==> config.mk <==
export PLATFORM = sky130hd
export DESIGN_NAME = hc595_pattern_driver
export DESIGN_NICKNAME = d
export VERILOG_FILES = /design/src/rtl/hc595_pkg.sv /design/src/rtl/hc595_serializer.sv /design/src/rtl/hc595_pattern_driver.sv
export SDC_FILE = /design/constraint.sdc
export NUM_CORES = 1
export LEC_CHECK = 0
export ABC_CLOCK_PERIOD_IN_PS = 2400
export CAP_MARGIN = 30
export CORE_ASPECT_RATIO = 2
export CORE_MARGIN = 10
export CORE_UTILIZATION = 42
export DETAILED_ROUTE_END_ITERATION = 8
export GPL_TIMING_DRIVEN = 0
export REMOVE_ABC_BUFFERS = 1
export SYNTH_ARGS = -nofsm -noshare
export SYNTH_HDL_FRONTEND = slang
export SYNTH_SLANG_ARGS = --single-unit
export TNS_END_PERCENT = 5
==> constraint.sdc <==
create_clock -name i_clk -period 2.4 [get_ports i_clk]
set_input_delay 0.6 -clock i_clk [delete_from_list [all_inputs] [get_ports i_clk]]
set_output_delay 0.6 -clock i_clk [all_outputs]
set_load 0.005 [all_outputs]
==> src/rtl/hc595_pkg.sv <==
// hc595_pkg: shared types and constants for the 74HC595 pattern driver.
//   - ser_state_t  : serializer FSM states
//   - hc595_byte_t : one parallel byte presented to the 595
//   - next_pattern : free-running pattern step (wraps 0xFF -> 0x00)
package hc595_pkg;

    localparam int unsigned HC595_WIDTH = 8;
    localparam int unsigned HC595_IDX_W = 3;
    localparam int unsigned HC595_GAP_W = 16;

    typedef enum logic [1:0] {
        SER_IDLE     = 2'd0,
        SER_SHIFT_LO = 2'd1,
        SER_SHIFT_HI = 2'd2,
        SER_LATCH    = 2'd3
    } ser_state_t;

    typedef logic [HC595_WIDTH-1:0] hc595_byte_t;
    typedef logic [HC595_IDX_W-1:0] hc595_idx_t;

    // Next value of the free-running byte pattern.
    function automatic hc595_byte_t next_pattern(input hc595_byte_t cur);
        return cur + HC595_WIDTH'(1);
    endfunction

endpackage

==> src/rtl/hc595_serializer.sv <==
// hc595_serializer: shifts one byte MSB-first into a 74HC595 and pulses RCLK.
// Optional macro HC595_OE_EN adds the latch_done_c strobe used for OE control.
// Ports:
//   clk, rst_n     : clock, synchronous active-low reset
//   data, enable   : byte and request; accepted when enable && ready
//   ser, srclk     : serial data / shift clock to the 595 (registered)
//   rclk           : storage-latch clock to the 595 (registered)
//   latch_done_c   : (HC595_OE_EN only) high in the last LATCH cycle
//   ready          : high while the serializer is idle (registered)
module hc595_serializer
    import hc595_pkg::*;
#(
    parameter int unsigned CLK_DIV = 1
) (
    input  logic        clk,
    input  logic        rst_n,
    input  hc595_byte_t data,
    input  logic        enable,
    output logic        ser,
    output logic        srclk,
    output logic        rclk,
`ifdef HC595_OE_EN
    output logic        latch_done_c,
`endif
    output logic        ready
);

    localparam int unsigned DIV_W = (CLK_DIV > 1) ? $clog2(CLK_DIV) : 1;

    ser_state_t        state;
    hc595_byte_t       shreg;
    hc595_idx_t        idx;
    hc595_idx_t        idx_dec;
    logic [DIV_W-1:0]  div_cnt;
    logic              div_last;

    assign idx_dec  = idx - HC595_IDX_W'(1);
    // Every SRCLK/RCLK phase lasts CLK_DIV cycles.
    assign div_last = (div_cnt == DIV_W'(CLK_DIV - 1));

`ifdef HC595_OE_EN
    assign latch_done_c = (state == SER_LATCH) && div_last;
`endif

    // Serializer FSM: outputs are set on the edge that enters each state.
    always_ff @(posedge clk) begin
        if (!rst_n) begin
            state   <= SER_IDLE;
            shreg   <= '0;
            idx     <= '0;
            div_cnt <= '0;
            ser     <= 1'b0;
            srclk   <= 1'b0;
            rclk    <= 1'b0;
            ready   <= 1'b1;
        end else begin
            case (state)
                SER_IDLE: begin
                    ser     <= 1'b0;
                    srclk   <= 1'b0;
                    rclk    <= 1'b0;
                    ready   <= 1'b1;
                    div_cnt <= '0;
                    // Gate on ready even though the sequencer never requests while busy.
                    if (enable && ready) begin
                        shreg <= data;
                        idx   <= HC595_IDX_W'(HC595_WIDTH - 1);
                        ser   <= data[HC595_WIDTH-1];
                        ready <= 1'b0;
                        state <= SER_SHIFT_LO;
                    end
                end

                SER_SHIFT_LO: begin
                    if (div_last) begin
                        div_cnt <= '0;
                        srclk   <= 1'b1;
                        state   <= SER_SHIFT_HI;
                    end else begin
                        div_cnt <= div_cnt + DIV_W'(1);
                    end
                end

                SER_SHIFT_HI: begin
                    if (div_last) begin
                        div_cnt <= '0;
                        srclk   <= 1'b0;
                        if (idx == '0) begin
                            ser   <= 1'b0;
                            rclk  <= 1'b1;
                            state <= SER_LATCH;
                        end else begin
                            idx   <= idx_dec;
                            ser   <= shreg[idx_dec];
                            state <= SER_SHIFT_LO;
                        end
                    end else begin
                        div_cnt <= div_cnt + DIV_W'(1);
                    end
                end

                SER_LATCH: begin
                    if (div_last) begin
                        div_cnt <= '0;
                        rclk    <= 1'b0;
                        ready   <= 1'b1;
                        state   <= SER_IDLE;
                    end else begin
                        div_cnt <= div_cnt + DIV_W'(1);
                    end
                end

                default: begin
                    state <= SER_IDLE;
                end
            endcase
        end
    end

endmodule

==> src/rtl/hc595_pattern_driver.sv <==
// hc595_pattern_driver: drives a 74HC595 with a free-running incrementing byte.
// A sequencer waits N ready cycles, hands the pattern byte to hc595_serializer,
// then increments the pattern. Optional macro HC595_OE_EN adds o_OE_n, which
// keeps the 595 outputs disabled until the first byte has been latched.
// Parameters:
//   N       : idle ready cycles between transfers (0..65535)
//   CLK_DIV : i_clk cycles per SRCLK/RCLK phase (>= 1)
// Ports:
//   i_clk, i_rst_n          : clock, synchronous active-low reset
//   o_OE_n                  : (HC595_OE_EN only) 595 output enable, active low
//   o_SER, o_SRCLK, o_RCLK  : 595 serial data, shift clock, latch clock
//   o_Ready                 : serializer idle
//   o_Data                  : byte most recently accepted by the serializer
module hc595_pattern_driver
    import hc595_pkg::*;
#(
    parameter int unsigned N       = 4,
    parameter int unsigned CLK_DIV = 1
) (
    input  logic                   i_clk,
    input  logic                   i_rst_n,
`ifdef HC595_OE_EN
    output logic                   o_OE_n,
`endif
    output logic                   o_SER,
    output logic                   o_SRCLK,
    output logic                   o_RCLK,
    output logic                   o_Ready,
    output logic [HC595_WIDTH-1:0] o_Data
);

    logic [HC595_GAP_W-1:0] gap_cnt;
    hc595_byte_t            pattern;
    logic                   enable_c;
    logic                   accept_c;
`ifdef HC595_OE_EN
    logic                   latch_done_c;
`endif

    // Request in the ready cycle whose index equals N.
    assign enable_c = o_Ready && (gap_cnt == HC595_GAP_W'(N));
    assign accept_c = enable_c && o_Ready;

    // Sequencer: gap counter, pattern counter and the accepted-byte register.
    always_ff @(posedge i_clk) begin
        if (!i_rst_n) begin
            gap_cnt <= '0;
            pattern <= '0;
            o_Data  <= '0;
        end else if (accept_c) begin
            gap_cnt <= '0;
            pattern <= next_pattern(pattern);
            o_Data  <= pattern;
        end else if (o_Ready) begin
            gap_cnt <= gap_cnt + HC595_GAP_W'(1);
        end
    end

    hc595_serializer #(
        .CLK_DIV (CLK_DIV)
    ) u_serializer (
        .clk          (i_clk),
        .rst_n        (i_rst_n),
        .data         (pattern),
        .enable       (enable_c),
        .ser          (o_SER),
        .srclk        (o_SRCLK),
        .rclk         (o_RCLK),
`ifdef HC595_OE_EN
        .latch_done_c (latch_done_c),
`endif
        .ready        (o_Ready)
    );

`ifdef HC595_OE_EN
    // Outputs stay tri-stated until the end of the first latch pulse.
    always_ff @(posedge i_clk) begin
        if (!i_rst_n) begin
            o_OE_n <= 1'b1;
        end else if (latch_done_c) begin
            o_OE_n <= 1'b0;
        end
    end
`endif

endmodule

==> impl_metrics.py, run 1 <==
metrics = {
    "placed_design": {
        "io_buffers": 13,
        "dp.cells": 336,
        "hpwl_mm": 3.79,
        "gp_congestion": 0.808,
    },
    "status": {
        "run_status": "finished with violations",
        "failed_checks": "negative setup slack",
    },
    "pwr": {
        "power.total_mw": 2.15,
        "peakVddDrop_mv": 0.602,
        "p_switching_mw": 0.700,
        "switching_share_pct": 32.6,
        "power_frac_seq_pct": 44.0,
        "p_int_mw": 1.45,
        "leakage_nw": 0.958,
        "powerDensity_mw_per_mm2": 789,
        "pwr-share-comb_pct": 27.7,
        "clkPwrFrac_pct": 28.3,
    },
    "timing": {
        "setup_viol": 1,
        "whs_ps": 461,
        "clock_skew_ps": 8.81,
        "fmax_mhz": 413,
        "min_period_ps": 2420,
        "drv_slew": 0,
        "finalHoldViolCount": 0,
        "fin_tns_setup_ps": -18.7,
        "fin_ws_ps": -18.7,
        "rsz0062_at_grt": "true",
        "worstMarginPinSlew_ps": 773,
        "fin_crit_sh_pct": 101,
        "relSlewSlack_pct": 48.4,
    },
    "synthesis": {
        "yosysWarnings": 0,
        "synth.distinct_cells": 38,
        "syn_inst": 277,
        "ys_seq_area_share_pct": 41.9,
        "ys_ff_latch": 49,
        "avgSynthCellArea_sq_um": 8.46,
        "syn_area_sq_mm": 0.00234,
    },
    "critical_path": {
        "critPathRequiredTime_ps": 2630,
        "slowest_stage": "or4_4",
        "cpLargestDelayFamily": "simple AND/OR/NAND/NOR gates",
        "path_cells": "inv_1, ha_1, or4b_4, or4_4, or4_1, a21oi_1",
        "crit_arrival_ps": 2640,
        "crit_path_start_kind": "flip-flop",
        "crit_buf_inv": 1,
        "endpoint_kind": "flip-flop",
        "cp_slowest_stage_delay_ps": 600,
        "crit_type": "reg -> reg",
        "path_max_fanout": 7,
    },
    "grt": {
        "antenna_found_initial": 0,
        "globalRoute.totalOverflow": 0,
        "grt_start_max_net_pins": 34,
        "grt_pass1_vias": 1920,
        "grt_pass1_wl_mm": 8.80,
        "grt_util_all_layers_pct": 11.8,
    },
    "layout": {
        "nFillCells": 539,
        "final_cells": 350,
        "layout-drive-gt1-share_pct": 10.7,
        "n_antenna_cell": 0,
        "finalNetCount": 302,
        "multi_input_area_sq_mm": 0.00133,
        "area_growth_pct": 16.1,
        "regArea_sq_um": 982,
    },
    "floorplan": {
        "fp.dieH_um": 126,
        "die-area_sq_mm": 0.00915,
        "pin_count": 14,
        "core_area_sq_mm": 0.00542,
        "rows": 38,
        "initial_core_util_pct": 43.2,
        "die_w_um": 72.8,
    },
    "clock_tree": {
        "cts_tree": "done",
        "clk_latency_ps": 300,
        "clockRootBuffer": "clkbuf_8",
        "ctsHtreeMaxLevel": 2,
        "clockBufferDepth": 2,
        "cts_buffers": 5,
        "clk_pin_slew_worst_paths_ps": 90,
        "cts_sinks": 49,
        "hold_buffers": 0,
    },
    "route": {
        "routedWlPerCell_um": 15.9,
        "drt_iter0_drc": 109,
        "dr.pass1.iters": 4,
        "num_vias": 1989,
        "via_per_inst": 5.68,
        "finalWirelength_mm": 5.55,
        "ant_nets": 0,
        "drcViolationCount": 0,
    },
    "hold_path": {
        "worst_hold_path_type": "reg -> reg",
    },
    "run": {
        "max_cap_viol_count": 0,
    },
}
==> cells in the final DEF, fill, tap and decap left out, drive strengths merged, types with 8 or more instances in the layout <==
cell type / netlist / final
ha: 11 / 11
dfxtp: 49 / 49
nand3: 17 / 17
nand2: 39 / 39
o21ai: 14 / 14
xor2: 8 / 8
clkdlybuf4s50: 0 / 13
or4: 7 / 9
nor2: 20 / 20
inv: 11 / 11
a21oi: 23 / 23
==> synthesized netlist by cell type (all sizes together) <==
library cell / number / share of area [%]
a21oi: 23 / 4.9
nand3: 17 / 3.6
a211oi: 1 / 0.32
nor2b: 2 / 0.53
a22oi: 1 / 0.32
nand4: 7 / 1.9
xor2: 8 / 3.0
o22ai: 1 / 0.27
clkbuf: 14 / 2.2
nand4b: 1 / 0.37
or4: 7 / 2.2
a31oi: 2 / 0.53
ha: 11 / 5.9
o221a: 1 / 0.48
nor4: 2 / 0.53
mux2: 2 / 0.96
a311oi: 2 / 0.75
nor2: 20 / 3.2
or3: 5 / 1.3
xnor2: 5 / 1.9
and4: 3 / 1.1
mux2i: 7 / 3.0
buf: 2 / 0.43
inv: 11 / 1.8
and3: 3 / 0.80
or2: 1 / 0.27
nand4bb: 1 / 0.48
dfxtp: 49 / 42
o21ai: 14 / 3.0
or4b: 1 / 0.43
o31ai: 4 / 1.3
nor3b: 1 / 0.32
nor3: 4 / 0.85
o21bai: 1 / 0.32
nand2b: 1 / 0.27
nand2: 39 / 6.2
o41ai: 1 / 0.37
mux4: 2 / 1.9
==> per-stage QoR <==
| stage | area (sq um) | setup slack, ps | util, % |
|---|---|---|---|
| 6_report | 2720 | -18.7 | 50.2 |
| 5_1_grt | 2720 | -116 | 50.2 |
| 4_1_cts | 2630 | -95.3 | 48.6 |
| 3_5_place_dp | 2510 | -536 | 46.2 |
| 3_3_place_gp | 2480 | -2200 | 45.8 |
| 2_1_floorplan | 2280 | -804 | - |
==> worst reg2reg max path: cells and delay by family, from the launching register on <==
family | cells | cell delay, ps
and+or+nand+nor | 3 | 1640
DFF | 1 | 350
AOI/OAI and AO/OA | 1 | 150
adders and majority gates | 1 | 140
buffers and inverters | 1 | 50
==> power groups by stage <==
stage | registers (mW) | clock network [mW] | logic, mW
2_1_floorplan | 0.942 | 0 | 0.416
3_3_place_gp | 0.959 | 0 | 0.557
3_5_place_dp | 0.959 | 0 | 0.564
4_1_cts | 0.942 | 0.630 | 0.574
5_1_grt | 0.954 | 0.669 | 0.669
6_report | 0.944 | 0.607 | 0.595
==> layout make-up <==
cell class / instances / share of cell area, %
flip-flops and latches: 49 / 36.1
inverters: 11 / 1.52
clock buffers: 7 / 3.18
clock inverters: 1 / 1.10
well taps: 60 / 2.76
repair buffers: 19 / 6.58
multi-input cells: 203 / 48.7
==> worst paths after layout <==
check	start	end	slack [ps]	depth (start not counted)
max	gap_cnt[0]	pattern[6]	-20	6
min	o_Data[0]	o_Data[0]	460	2
max reg2reg	gap_cnt[0]	pattern[6]	-20	6
min reg2reg	o_Data[0]	o_Data[0]	460	2
==> repair_timing <==
item | in CTS | in global routing
buffers inserted | 0 | 4
gates resized for setup | 5 | 9
cloned | 0 | 2
pin swaps | 1 | 2
setup endpoints to repair | 45 | 18
==> cell families (layout without fill, tap and decap cells) <==
kind of cell	Yosys count	after routing	synth area share (%)
adders and majority gates	11	11	5.88
DFF	49	49	41.9
and+or+nand+nor	115	117	24.5
muxes	11	11	5.88
xor gates and xnor gates	13	13	4.86
AOI/OAI and AO/OA	51	51	12.6
buffers and inverters	27	38	4.43
==> state kept, by name (all words and copies together), names as in the netlist <==
signal	cells
gap_cnt	16
u_serializer.shreg	8
u_serializer.srclk	1
o_Data	8
u_serializer.idx	3
u_serializer.state	2
u_serializer.ready	1
u_serializer.ser	1
pattern	8
u_serializer.rclk	1
==> layer usage <==
metal  wire [um]  track usage [%]
met1        2180             11.8
met2        3130             21.5
met3         156             2.36
met4          80             6.40
met5           0                0
(Power assumes the default switching activity.)
==> run 2: changes to the inputs <==
--- a/constraint.sdc
+++ b/constraint.sdc
@@ -3,2 +3,2 @@
 set_output_delay 0.6 -clock i_clk [all_outputs]
-set_load 0.005 [all_outputs]
+set_load 0.01 [all_outputs]
==> results of run 2 <==
The final DEF is identical to that of run 1. Status: finished with violations: negative setup slack.
==> run 3: changes to the inputs <==
Settings changed: GPL_ROUTABILITY_DRIVEN set to 0.
==> results of run 3 <==
The final DEF is identical to that of run 1. Status: finished with violations: negative setup slack.
